`config.mk`:
```
export PLATFORM = sky130hd
export DESIGN_NAME = color_compositor_flat
export DESIGN_NICKNAME = d
export VERILOG_FILES = /design/src/rtl/color_compositor_if.sv /design/src/rtl/color_compositor.sv /design/src/flat_wrapper.sv
export SDC_FILE = /design/constraint.sdc
export NUM_CORES = 1
export LEC_CHECK = 0
export ABC_AREA = 1
export ABC_CLOCK_PERIOD_IN_PS = 1600
export CAP_MARGIN = 25
export CORE_ASPECT_RATIO = 0.8
export CORE_MARGIN = 2
export CORE_UTILIZATION = 41
export CTS_BUF_LIST = sky130_fd_sc_hd__clkbuf_8 sky130_fd_sc_hd__clkbuf_16
export CTS_CLUSTER_DIAMETER = 30
export DETAILED_ROUTE_END_ITERATION = 10
export GPL_ROUTABILITY_DRIVEN = 0
export PLACE_DENSITY = 0.75
export SETUP_SLACK_MARGIN = 0.1
export SYNTH_ARGS = -nofsm -noshare
export SYNTH_HDL_FRONTEND = slang
export SYNTH_SLANG_ARGS = --single-unit
```
`constraint.sdc`:
```
create_clock -name clk -period 1.6 [get_ports clk]
set_clock_uncertainty 0.15 [all_clocks]
set_input_delay 0.48 -clock clk [delete_from_list [all_inputs] [get_ports clk]]
set_output_delay 0.48 -clock clk [all_outputs]
set_load 0.02 [all_outputs]
```
`src/rtl/color_compositor_if.sv`:
```
// Pixel bus between the layer renderers and the final-colour stage.
// The renderer side drives layers, position and flash requests; the compositor returns the pixel.
interface color_compositor_if #(
  parameter int COLOR_W = 3,
  parameter int LAYERS  = 4
);
  logic [LAYERS*COLOR_W-1:0] colorLayers;
  logic [COLOR_W-1:0]        bgColor;
  logic [9:0]                hPos;
  logic [9:0]                vPos;
  logic                      flash_req;
  logic [COLOR_W-1:0]        color;
  logic                      flash_active;

  modport master (
    output colorLayers, bgColor, hPos, vPos, flash_req,
    input  color, flash_active
  );

  modport slave (
    input  colorLayers, bgColor, hPos, vPos, flash_req,
    output color, flash_active
  );
endinterface

```
`src/rtl/color_compositor.sv`:
```
// Final-colour stage: priority layer merge with colour key, background fill, blanking
// and a frame-counted full-screen invert flash, with a fixed two-cycle latency.
module color_compositor #(
  parameter int COLOR_W       = 3,
  parameter int LAYERS        = 4,
  parameter int SCREEN_WIDTH  = 640,
  parameter int SCREEN_HEIGHT = 480,
  parameter int BLANK_COLOR   = 7,
  parameter int TRANSP_COLOR  = 0,
  parameter int FLASH_FRAMES  = 8
) (
  input  logic               clk,
  input  logic               rst,
  color_compositor_if.slave  bus
);

  localparam int CNT_W = (FLASH_FRAMES > 0) ? $clog2(FLASH_FRAMES + 1) : 1;
  localparam logic [10:0]        W_LIM = 11'(SCREEN_WIDTH);
  localparam logic [10:0]        H_LIM = 11'(SCREEN_HEIGHT);
  localparam logic [COLOR_W-1:0] BLANK = COLOR_W'(BLANK_COLOR);
  localparam logic [COLOR_W-1:0] TRANSP = COLOR_W'(TRANSP_COLOR);

  logic [LAYERS*COLOR_W-1:0] r_layers;
  logic [COLOR_W-1:0]        r_bg;
  logic                      r_visible;
  logic                      r_flash;
  logic [COLOR_W-1:0]        r_color;
  logic [CNT_W-1:0]          r_cnt;
  logic                      r_flash_active;

  logic                      w_visible;
  logic                      w_frame_tick;
  logic [CNT_W-1:0]          w_cnt_next;
  logic [COLOR_W-1:0]        w_pix;
  logic [COLOR_W-1:0]        w_color;

  assign w_visible    = ({1'b0, bus.hPos} < W_LIM) && ({1'b0, bus.vPos} < H_LIM);
  assign w_frame_tick = (bus.hPos == 10'd0) && (bus.vPos == 10'd0);

  // A request reloads even mid-flash and wins over a coincident frame tick.
  always_comb begin
    // NOTE: default first so no path leaves the signal unassigned and infers a latch.
    w_cnt_next = r_cnt;
    if (FLASH_FRAMES != 0 && bus.flash_req)
      w_cnt_next = CNT_W'(FLASH_FRAMES);
    else if (w_frame_tick && r_cnt != '0)
      w_cnt_next = r_cnt - 1'b1;
  end

  // Scan from lowest priority upward so the lowest-index opaque layer ends up winning.
  always_comb begin
    w_pix = r_bg;
    for (int i = LAYERS - 1; i >= 0; i--) begin
      if (r_layers[i*COLOR_W +: COLOR_W] != TRANSP)
        w_pix = r_layers[i*COLOR_W +: COLOR_W];
    end
  end

  always_comb begin
    w_color = w_pix;
    if (!r_visible)
      w_color = BLANK;
    else if (r_flash)
      w_color = ~w_pix;
  end

  // NOTE: pure datapath registers carry no reset; the cleared visible flag masks them.
  always_ff @(posedge clk) begin
    r_layers <= bus.colorLayers;
    r_bg     <= bus.bgColor;
  end

  always_ff @(posedge clk) begin
    // NOTE: non-blocking assignments so every register samples pre-edge values.
    if (rst) begin
      r_visible      <= 1'b0;
      r_flash        <= 1'b0;
      r_cnt          <= '0;
      r_flash_active <= 1'b0;
      r_color        <= BLANK;
    end else begin
      r_visible      <= w_visible;
      r_flash        <= r_flash_active;
      r_cnt          <= w_cnt_next;
      r_flash_active <= (w_cnt_next != '0);
      r_color        <= w_color;
    end
  end

  assign bus.color        = r_color;
  assign bus.flash_active = r_flash_active;

endmodule

```
`src/flat_wrapper.sv`:
```
// flat-port wrapper written by rule: the top's interface ports become plain ports
module color_compositor_flat 
#(
  parameter int COLOR_W       = 3,
  parameter int LAYERS        = 4,
  parameter int SCREEN_WIDTH  = 640,
  parameter int SCREEN_HEIGHT = 480,
  parameter int BLANK_COLOR   = 7,
  parameter int TRANSP_COLOR  = 0,
  parameter int FLASH_FRAMES  = 8
)
  (clk, rst, bus_colorLayers, bus_bgColor, bus_hPos, bus_vPos, bus_flash_req, bus_color, bus_flash_active);
  color_compositor_if #(.COLOR_W(COLOR_W), .LAYERS(LAYERS)) bus_i ();
  input  logic clk;
  input  logic rst;
  input wire logic [$bits(bus_i.colorLayers)-1:0] bus_colorLayers;
  input wire logic [$bits(bus_i.bgColor)-1:0] bus_bgColor;
  input wire logic [$bits(bus_i.hPos)-1:0] bus_hPos;
  input wire logic [$bits(bus_i.vPos)-1:0] bus_vPos;
  input wire logic [$bits(bus_i.flash_req)-1:0] bus_flash_req;
  output wire logic [$bits(bus_i.color)-1:0] bus_color;
  output wire logic [$bits(bus_i.flash_active)-1:0] bus_flash_active;
  assign bus_i.colorLayers = bus_colorLayers;
  assign bus_i.bgColor = bus_bgColor;
  assign bus_i.hPos = bus_hPos;
  assign bus_i.vPos = bus_vPos;
  assign bus_i.flash_req = bus_flash_req;
  assign bus_color = bus_i.color;
  assign bus_flash_active = bus_i.flash_active;
  color_compositor #(.COLOR_W(COLOR_W), .LAYERS(LAYERS), .SCREEN_WIDTH(SCREEN_WIDTH), .SCREEN_HEIGHT(SCREEN_HEIGHT), .BLANK_COLOR(BLANK_COLOR), .TRANSP_COLOR(TRANSP_COLOR), .FLASH_FRAMES(FLASH_FRAMES)) u_core (.clk(clk), .rst(rst), .bus(bus_i));
endmodule
```
; Yosys cells after proc, flatten, opt, wreduce, memory -nomap -nowiden
; Cells that the tools add are included.
[classes]
n_bitwise = 2
magnitude_cmp = 2
n_mux = 7
addsub = 1
n_reduce_logical = 12
[ops]
columns = op, count
row1 = 10-bit logical NOT, 2
row2 = 3-bit two-way mux, 5
row3 = 3-bit nonzero test, 4
row4 = "10-bit less-than comparator, second input constant", 1
row5 = "10-bit by 9-bit less-than comparator with 1-bit output, second input constant", 1
row6 = 4-bit two-way mux, 2
row7 = 4-bit nonzero test, 2
row8 = "4-bit by 1-bit subtractor with 4-bit output, second input constant", 1
row9 = 1-bit logical AND, 3
row10 = 3-bit inverter, 1
row11 = 2-bit OR reduction, 1
row12 = 1-bit inverter, 1
[totals]
out_inout_bits = 4
ff_bits = 25
wordCells = 31
inputBits = 38

; Longest topological paths before layout
; Gate-level depths: netlist (run 1).
[logic_depth]
depth_word = 7
depth_mapped = 11
mapped_depth_nobuf = 11

; Worst setup path after synthesis (run 1)
; Ideal clock, no wire load.
[synth_timing]
kind = register -> register
start = register u_core.r_cnt[0]
end = register u_core.r_flash_active (netlist: u_core.bus.flash_active)
setup_ps = 117
path_slack_ps = 156
t_required_ps = 1333
path_buffers = 0
stages_incl_launch_ff = 11
arrival_time_ps = 1177
path_cell_list = dfxtp_1 > inv_1 > ha_1 > nand2_2 > nor2_2 > nor2_4 > nand3_4 > nor2_1 > nand2_1 > nand3_2 > nand3_2
[synth_via]
elab_chain_len = 5
elab_cells_between_ends = 6
[synth_rtl]
columns = item, line_no
row1 = start: declaration, color_compositor.sv:28  ; logic [CNT_W-1:0] r_cnt;
row2 = start signal: assignment, color_compositor.sv:84  ; r_cnt <= w_cnt_next;
row3 = "parallel branches: the longest is 2 deep, another holds 4-bit by 1-bit subtractor with 4-bit output", n/a
row4 = 4-bit two-way mux *, color_compositor.sv:46  ; else if (w_frame_tick && r_cnt != '0)
row5 = 4-bit two-way mux *, color_compositor.sv:44  ; if (FLASH_FRAMES != 0 && bus.flash_req)
row6 = 4-bit nonzero test *, color_compositor.sv:85  ; r_flash_active <= (w_cnt_next != '0);
row7 = end signal: assignment, color_compositor.sv:85
row8 = end: declaration, color_compositor.sv:29  ; logic r_flash_active;
; Every way passes the cells marked *.
; A chain may end at the register's enable or synchronous reset.

; Final worst setup path (run 1)
; Ends and elaborated chain as after synthesis.

==> results of run 1 <==
## cell type report
class,instances,area [sq um],area share
Sequential cell,25,503.0,0.3111
Multi-Input combinational cell,83,478.0,0.2957
Tap cell,27,33.78,0.02090
Timing Repair Buffer,50,470.5,0.2910
Clock inverter,1,7.507,0.004644
Inverter,22,82.58,0.05108
Clock buffer,3,41.29,0.02554
## how the worst min path moves through the flow
| stage | endpoint | slack, ns | cells past startpoint |
|---|---|---|---|
| floorplan | u_core.bus.color[0]$_SDFF_PP1_ | 0.30 | 3 |
| global placement | u_core.r_flash$_SDFF_PP0_ | 0.27 | 2 |
| detailed placement | u_core.r_flash$_SDFF_PP0_ | 0.28 | 2 |
| CTS | u_core.r_flash$_SDFF_PP0_ | 0.30 | 2 |
| global route | u_core.r_flash$_SDFF_PP0_ | 0.32 | 2 |
| finish | u_core.r_flash$_SDFF_PP0_ | 0.29 | 2 |
## routing by layer
metal | part of all wire | wire, um | global-route usage
met1 | 0.40 | 860 | 0.1514
met2 | 0.53 | 1156 | 0.3062
met3 | 0.070 | 151 | 0.04011
met4 | 0 | 0 | 0.03333
met5 | 0 | 0 | 0
## critical path, delay by kind of cell, from the launching register on
kind                     cells  cell delay, ns
adder cells (fa/ha/maj)      1            0.16
AND/OR/NAND/NOR              7            0.61
flip-flops                   1            0.35
buffers and inverters        2            0.12
## power groups by stage
stage / combinational [W] / clock [W] / sequential, W
after floorplan: 0.0000559 / 0 / 0.000680
after global routing: 0.000183 / 0.000406 / 0.000668
final: 0.000165 / 0.000366 / 0.000664
after detailed placement: 0.000176 / 0 / 0.000678
after CTS: 0.000161 / 0.000381 / 0.000664
after global placement: 0.000171 / 0 / 0.000678
## state kept, by name (all words and copies together) (netlist names)
| signal | cells |
|---|---|
| u_core.bus.color | 3 |
| u_core.bus.flash_active | 1 |
| u_core.r_layers | 12 |
| u_core.r_visible | 1 |
| u_core.r_bg | 3 |
| u_core.r_flash | 1 |
| u_core.r_cnt | 4 |
## layout by cell type (no fill, tap or decap), drive strengths merged
cell / instances
nand3: 18
nand4: 5
nor3: 2
nand3b: 1
a21oi: 2
clkbuf: 3
o211ai: 1
clkdlybuf4s15: 18
ha: 1
dlygate4sd2: 5
nand2: 27
buf: 10
clkinvlp: 1
clkdlybuf4s50: 17
nor2: 21
and3: 1
o21ai: 2
or2: 2
inv: 22
dfxtp: 25
## cells by family after synthesis
kind of cell / after synthesis / share of synthesized area
AND/OR/NAND/NOR: 77 / 0.3912
buffers and inverters: 22 / 0.08069
flip-flops: 25 / 0.4890
adder cells (fa/ha/maj): 1 / 0.01222
AO/OA/AOI/OAI: 5 / 0.02689
## through the flow
stage          worst slack (ns)  cell area (sq um)  power [W]
6_report                 0.1193               1617   0.001196
5_1_grt                 0.04018               1617   0.001257
4_1_cts                 0.08466               1572   0.001207
3_5_place_dp            -0.3938               1490  0.0008544
3_3_place_gp            -0.3256               1490  0.0008497
2_1_floorplan            0.1560               1023  0.0007359
## what timing repair did
action,in CTS,in global routing
pin swaps,26,13
buffers inserted,3,3
hold endpoints to repair,0,0
resized for setup,43,20
setup endpoints to repair,9,5
==> impl_metrics.ini, run 1 <==
[cts]
cts_htree_levels = 1
cts_made_buffers = 3
hold_buffers = 0
cts_root_buf = clkbuf_8
cts.sinks = 25
clk_latency_ns = 0.26
cts_tree = yes
clockBufferDepth = 2
clk_pin_slew_worst_paths_ns = 0.08

[cells_and_area]
fill_cells = 205
utilization = 0.6729
finish.net_count = 224
instances_no_fill = 211
drive_above_1_share = 0.2391
insertedDiodeCount = 0
syn_to_final_growth_pct = 57.95

[detailed_routing]
final_antenna_net_count = 0
dr.pass1.iters = 4
wl_mm = 2.168
drt-wirelength-per-cell_um = 10.27
vias_per_cell = 4.706
drcViolationCount = 0
drt_iter0_markers = 22
vias = 993

[power_and_ir_drop]
p_clk_frac = 0.306
seqPwrFrac = 0.555
leakage_nw = 0.7560
peakVddDrop_uv = 351.9
power_density_nw_per_um2 = 740.0
sw_frac_of_total = 0.2248
p_sw_w = 0.0002689
pwr-share-comb = 0.138
power.internal_w = 0.0009273

[setup_path]
reg2regPathDepth = 10
critPathSlowestCell = dfxtp_2
arrival_ns = 1.49
cp-end-kind = register
reg2reg_to = u_core.bus.flash_active$_SDFF_PP0_
cp-start-kind = register
cp-startpoint = u_core.r_cnt[0]$_SDFF_PP0_
critPathMaxFanout = 4
r2r_setup_slack_ns = 0.12
path_cells = inv_2, ha_4, nand2_4, nor2_4, nor2_4, nand4_1, nand3_2, nand2_1, inv_2, nand3_2
crit_required_ns = 1.61
crit_path_end = u_core.bus.flash_active$_SDFF_PP0_
critPathMaxStageDelay_ns = 0.35
r2r_start = u_core.r_cnt[0]$_SDFF_PP0_
path_class = reg -> reg

[run]
drv.max_cap_violation_count = 0

[placed_design]
hpwl_mm = 1.731
io_buffer_count = 41
dp_cells = 201

[synth]
syn-num-nets = 169
synth-edff-count = 0
ys_seq_area_frac = 0.4890
synth_area_leader_cell = dfxtp_1
synthTopCellsByArea = dfxtp_1 (49%), nand2_1 (9.2%), inv_1 (7.7%), nand3_1 (7.3%), nor2_1 (5.5%)
syn_inst = 130
synthFlopType = dfxtp_1
yosys_warnings = 0
synthTopCellsByCount = dfxtp_1 (25), nand2_1 (25), inv_1 (21), nand3_1 (15), nor2_1 (15)
yosysTopAreaCellShare = 0.4890
synth.cell_area_sq_um = 1023
async_reset_ff_frac = 0
ys_types = 22
synth-seq-cells = 25
syn_avg_cell_area_sq_um = 7.873

[timing]
rsz0062_at_grt = yes
timing.final.max_slew_violations = 0
finalSetupTns_ns = 0
period_needed_ns = 1.481
setup_viol = 0
fmax_ghz = 0.6754
holdWs_ns = 0.2936
tightest_slew_ns = 0.3145
slew_headroom = 0.7892
fin_crit_sh = 0.9254
hold_viol_final = 0

[die]
dieArea_sq_um = 2915
die_w_um = 59.86
io_pins = 42
core_area_sq_um = 2402
num_rows = 16
die_y_um = 48.69
start_util = 0.4260

[run_status]
outcome = finished clean

[grt]
grt_first_pass_wirelength_mm = 3.498
grt_pass1_vias = 952
grt_usage = 0.1538
grt_max_degree = 16
grt-ovfl-total = 0
antenna_found_initial = 0

[min_path]
min_from = u_core.bus.flash_active$_SDFF_PP0_
hold_path.class = reg -> reg
Note: power is estimated with default switching activity, not from simulation.
==> run 2: changes to the inputs <==
- ABC_CLOCK_PERIOD_IN_PS: 1600 -> 1380
- CTS_CLUSTER_DIAMETER: 30 -> 60
- clock period: 1.6 -> 1.38 ns (I/O delays scaled with it)
==> impl_metrics.ini, run 2 (synthesis results as in run 1) <==
[run]
drv.max_cap_violation_count = 0

[cells_and_area]
drive_above_1_share = 0.3333
insertedDiodeCount = 0
largest-register = u_core.r_layers
finish.net_count = 223
final_cell_mix = nand2_1 (21), dlygate4sd2_1 (20), clkdlybuf4s50_1 (17), dfxtp_1 (17), inv_1 (16)
fill_cells = 205
final_common_cell = nand2_1
reg_top3 = u_core.r_layers x12, u_core.r_cnt x4
syn_to_final_growth_pct = 63.69
largest_reg_flops = 12

[detailed_routing]
final_antenna_net_count = 0
vias_per_cell = 4.814
wl_mm = 2.295
drt_iter0_markers = 13
drt-wirelength-per-cell_um = 10.93
vias = 1011
dr.pass1.iters = 3
drcViolationCount = 0

[cts]
cts_tree = yes
cts_made_buffers = 3
clk_latency_ns = 0.26
clk_pin_slew_worst_paths_ns = 0.09
clockBufferDepth = 2
cts.sinks = 25
cts_htree_levels = 1
cts_root_buf = clkbuf_8

[setup_path]
path_class = reg -> reg
critPathMaxFanout = 5
critPathMaxStageDelay_ns = 0.35
cp_num_buf_inv = 1
cp-end-kind = register
reg2reg_to = u_core.bus.flash_active$_SDFF_PP0_
cp-start-kind = register
arrival_ns = 1.48
reg2regPathDepth = 10
crit_required_ns = 1.39
path_cells = inv_2, ha_4, nand2_4, nor2_4, nor2_4, nand3_4, nor2_1, nand2_1, nand3_2, nand3_2
critPathSlowestCell = dfxtp_2
r2r_setup_slack_ns = -0.09
cp_top_family = simple AND/OR/NAND/NOR gates
r2r_start = u_core.r_cnt[0]$_SDFF_PP0_

[die]
die_w_um = 59.86
dieArea_sq_um = 2915
core_area_sq_um = 2402
io_pins = 42
num_rows = 16
die_y_um = 48.69
start_util = 0.4260

[grt]
grt_pass1_vias = 1013
grt_first_pass_wirelength_mm = 3.739
grt-ovfl-total = 0
grt_max_degree = 16
antenna_found_initial = 0
grt_usage = 0.1644

[timing]
tightest_slew_ns = 0.2871
setup_viol = 3
timing.final.max_slew_violations = 0
layout_setup_ws_ns = -0.09263
rsz0062_at_grt = yes
hold_viol_final = 0
finalSetupTns_ns = -0.1916
fmax_ghz = 0.6791
holdWs_ns = 0.2837
fin_crit_sh = 1.067
slew_headroom = 0.8079
period_needed_ns = 1.473

[min_path]
min_to = u_core.r_flash$_SDFF_PP0_
hold_path.class = reg -> reg
min_from = u_core.bus.flash_active$_SDFF_PP0_
worstHoldPathCells = 2

[placed_design]
hpwl_mm = 1.863
io_buffer_count = 41

[power_and_ir_drop]
power_density_nw_per_um2 = 843.5
peakVddDrop_uv = 297.1
leakage_nw = 0.7689

[run_status]
violations = setup timing
outcome = complete, but fails checks
-- run 2: cell count changes in the layout (fill, tap and decap cells not counted), sizes merged --
cell / previous run / this run
clkdlybuf4s15: 18 / 0
dlygate4sd2: 5 / 20
buf: 10 / 12
-- run 2: how the worst max path moves through the flow --
stage | from | end | slack (ns) | depth (start not counted)
detailed placement | bus_vPos[7] | u_core.bus.flash_active$_SDFF_PP0_ | -0.54 | 9
global route | u_core.r_cnt[0]$_SDFF_PP0_ | u_core.bus.flash_active$_SDFF_PP0_ | -0.19 | 10
floorplan | u_core.r_cnt[0]$_SDFF_PP0_ | u_core.bus.flash_active$_SDFF_PP0_ | -0.02 | 10
CTS | u_core.r_cnt[0]$_SDFF_PP0_ | u_core.bus.flash_active$_SDFF_PP0_ | -0.10 | 10
finish | u_core.r_cnt[0]$_SDFF_PP0_ | u_core.bus.flash_active$_SDFF_PP0_ | -0.09 | 10
global placement | bus_vPos[7] | u_core.bus.flash_active$_SDFF_PP0_ | -0.48 | 9
-- run 2: worst register-to-register path, stage by stage, from the launching register on --
cell and delay (ns):
dfxtp_2 0.35, inv_2 0.05, ha_4 0.16, nand2_4 0.06
nor2_4 0.04, nor2_4 0.14, nand3_4 0.10, nor2_1 0.10
nand2_1 0.06, nand3_2 0.09, nand3_2 0.07
-- run 2: repair_timing --
item / CTS / global route
setup buffers: 1 / 1
pin swaps: 24 / 11
resized for setup: 49 / 26
hold buffers: 0 / 0
setup endpoints to repair: 12 / 12
-- run 2: per-stage QoR --
step	worst slack, ns	instances	area [sq um]	util	total power [W]
2_1_floorplan	-0.01879	130	1042	-	0.0008555
3_3_place_gp	-0.4819	204	1531	0.6375	0.0009873
3_5_place_dp	-0.5427	204	1531	0.6375	0.0009936
4_1_cts	-0.1026	209	1585	0.6599	0.001399
5_1_grt	-0.1876	210	1675	0.6974	0.001478
6_report	-0.09263	210	1675	0.6974	0.001413
-- run 2: where the power goes --
group | total (W) | switching, W | internal (W)
Combinational | 0.000207 | 0.0000853 | 0.000122
Sequential | 0.000776 | 0.0000207 | 0.000756
Clock | 0.000430 | 0.000226 | 0.000204
-- run 2: layout make-up --
type	count	area [sq um]	share of cell area
Timing Repair Buffer	49	446.7	0.2666
Tap cell	27	33.78	0.02016
Multi-Input combinational cell	83	553.0	0.3301
Sequential cell	25	510.5	0.3047
Clock inverter	1	7.507	0.004481
Clock buffer	3	41.29	0.02465
Inverter	22	82.58	0.04929
-- run 2: routing by layer --
metal  vias up  routed length (um)  track usage
li1        516                   -            -
met1       461                 865       0.1605
met3         4                 135      0.04011
met5         -                   0            0
met4         0                  29      0.06296
met2        30                1266       0.3170
==> run 3: changes to the inputs <==
- CTS_CLUSTER_SIZE: default -> 24
- SKIP_LAST_GASP: default -> 1
==> impl_metrics.ini, run 3 (synthesis results as in run 1) <==
[cts]
clockBufferDepth = 2
cts_made_buffers = 3
clk_latency_ns = 0.27
cts.sinks = 25
cts_root_buf = clkbuf_8
hold_buffers = 0
cts_htree_levels = 1
cts_tree = yes
clk_pin_slew_worst_paths_ns = 0.09

[setup_path]
crit_required_ns = 1.39
cp-start-kind = register
critPathMaxStageDelay_ns = 0.35
path_cells = inv_2, ha_4, nand2_4, nor2_4, nor2_4, nand3_4, nand2_1, nand3b_1, nand2_2, nand3_2
path_common_cell = nor2_4
path_class = reg -> reg
arrival_ns = 1.49
cp-end-kind = register
critPathMaxFanout = 5
critPathSlowestCell = dfxtp_2

[die]
core_area_sq_um = 2402
die_w_um = 59.86
die_y_um = 48.69
io_pins = 42
num_rows = 16
dieArea_sq_um = 2915
start_util = 0.4260

[cells_and_area]
insertedDiodeCount = 0
largest_reg_flops = 12
syn_to_final_growth_pct = 63.69
fill_cells = 203
drive_above_1_share = 0.3333
final_area_sq_um = 1675
finish.net_count = 223
instances_no_fill = 210
reg_top3 = u_core.r_layers x12, u_core.r_cnt x4
final_common_cell = nand2_1
final_cell_mix = nand2_1 (21), dlygate4sd2_1 (20), clkdlybuf4s50_1 (17), dfxtp_1 (17), inv_1 (16)
largest-register = u_core.r_layers

[power_and_ir_drop]
power_density_nw_per_um2 = 844.4
sw_frac_of_total = 0.2354
pwr-share-comb = 0.147
leakage_nw = 0.7689
p_clk_frac = 0.304
p_sw_w = 0.0003330
power.internal_w = 0.001082
peakVddDrop_uv = 316.6
seqPwrFrac = 0.549

[placed_design]
hpwl_mm = 1.863
placed_area_sq_um = 1531
dp_cells = 204
io_buffer_count = 41

[grt]
grt_max_degree = 16
grt_usage = 0.1666
grt-ovfl-total = 0
antenna_found_initial = 0
grt_first_pass_wirelength_mm = 3.788
grt_pass1_vias = 1024

[detailed_routing]
dr.pass1.iters = 3
drt_iter0_markers = 10
drt-wirelength-per-cell_um = 11.12
drcViolationCount = 0
vias_per_cell = 4.805
vias = 1009
final_antenna_net_count = 0
wl_mm = 2.335

[run_status]
violations = setup timing
outcome = complete, but fails checks

[timing]
finalSetupTns_ns = -0.2289
setup_viol = 3
fin_crit_sh = 1.074
slew_headroom = 0.8079
hold_viol_final = 0
tightest_slew_ns = 0.2871
period_needed_ns = 1.483
timing.final.max_slew_violations = 0
layout_setup_ws_ns = -0.1027
rsz0062_at_grt = yes
fmax_ghz = 0.6744

[run]
drv.max_cap_violation_count = 0

[min_path]
hold_path.class = reg -> reg
## run 3: worst max-delay path, delay by kind of cell (launching register included)
kind	cells	cell delay [ns]
adder cells (fa/ha/maj)	1	0.16
flip-flops	1	0.35
AND/OR/NAND/NOR	8	0.67
buffers and inverters	1	0.05
## run 3: power by group through the flow
stage	sequential (W)	combinational, W	clock (W)
floorplan	0.000788	0.0000671	0
global placement	0.000786	0.000201	0
detailed placement	0.000786	0.000208	0
CTS	0.000772	0.000191	0.000436
global route	0.000780	0.000227	0.000474
finish	0.000776	0.000208	0.000430
## run 3: metal layers
layer  wire (um)  share of wire  track usage  vias up
met5           0              0            0        -
met4          29          0.012      0.06296        0
met3         135          0.058      0.04011        4
met2        1298           0.56       0.3225       30
met1         872           0.37       0.1622      459
li1            -              -            -      516
## run 3: path summary, 6_finish.rpt
kind / cells after the start / startpoint / endpoint / slack [ns]
min: 2 / u_core.bus.flash_active$_SDFF_PP0_ / u_core.r_flash$_SDFF_PP0_ / 0.29
max reg2reg: 10 / u_core.r_cnt[0]$_SDFF_PP0_ / u_core.bus.flash_active$_SDFF_PP0_ / -0.10
min reg2reg: 2 / u_core.bus.flash_active$_SDFF_PP0_ / u_core.r_flash$_SDFF_PP0_ / 0.29
max: 10 / u_core.r_cnt[0]$_SDFF_PP0_ / u_core.bus.flash_active$_SDFF_PP0_ / -0.10
## run 3: what timing repair did
| action | CTS | global route |
|---|---|---|
| buffers inserted | 1 | 1 |
| gates resized for setup | 47 | 28 |
| pin swaps | 24 | 11 |
| endpoints found under the setup margin | 12 | 12 |
| endpoints found under the hold margin | 0 | 0 |
## run 3: final cells by class
cell class	count	area (sq um)	area share
Timing Repair Buffer	49	446.7	0.2666
Clock buffer	3	41.29	0.02465
Tap cell	27	33.78	0.02016
Inverter	22	82.58	0.04929
Sequential cell	25	510.5	0.3047
Clock inverter	1	7.507	0.004481
Multi-Input combinational cell	83	553.0	0.3301
## run 3: metrics by stage
| step | setup WS (ns) | power, W | utilization | hold slack [ns] |
|---|---|---|---|---|
| floorplan | -0.01879 | 0.0008555 | - | 0.2917 |
| global placement | -0.4819 | 0.0009873 | 0.6375 | 0.2728 |
| detailed placement | -0.5427 | 0.0009936 | 0.6375 | 0.2665 |
| CTS | -0.1026 | 0.001399 | 0.6615 | 0.2850 |
| global route | -0.1931 | 0.001481 | 0.6974 | 0.3054 |
| finish | -0.1027 | 0.001415 | 0.6974 | 0.2865 |
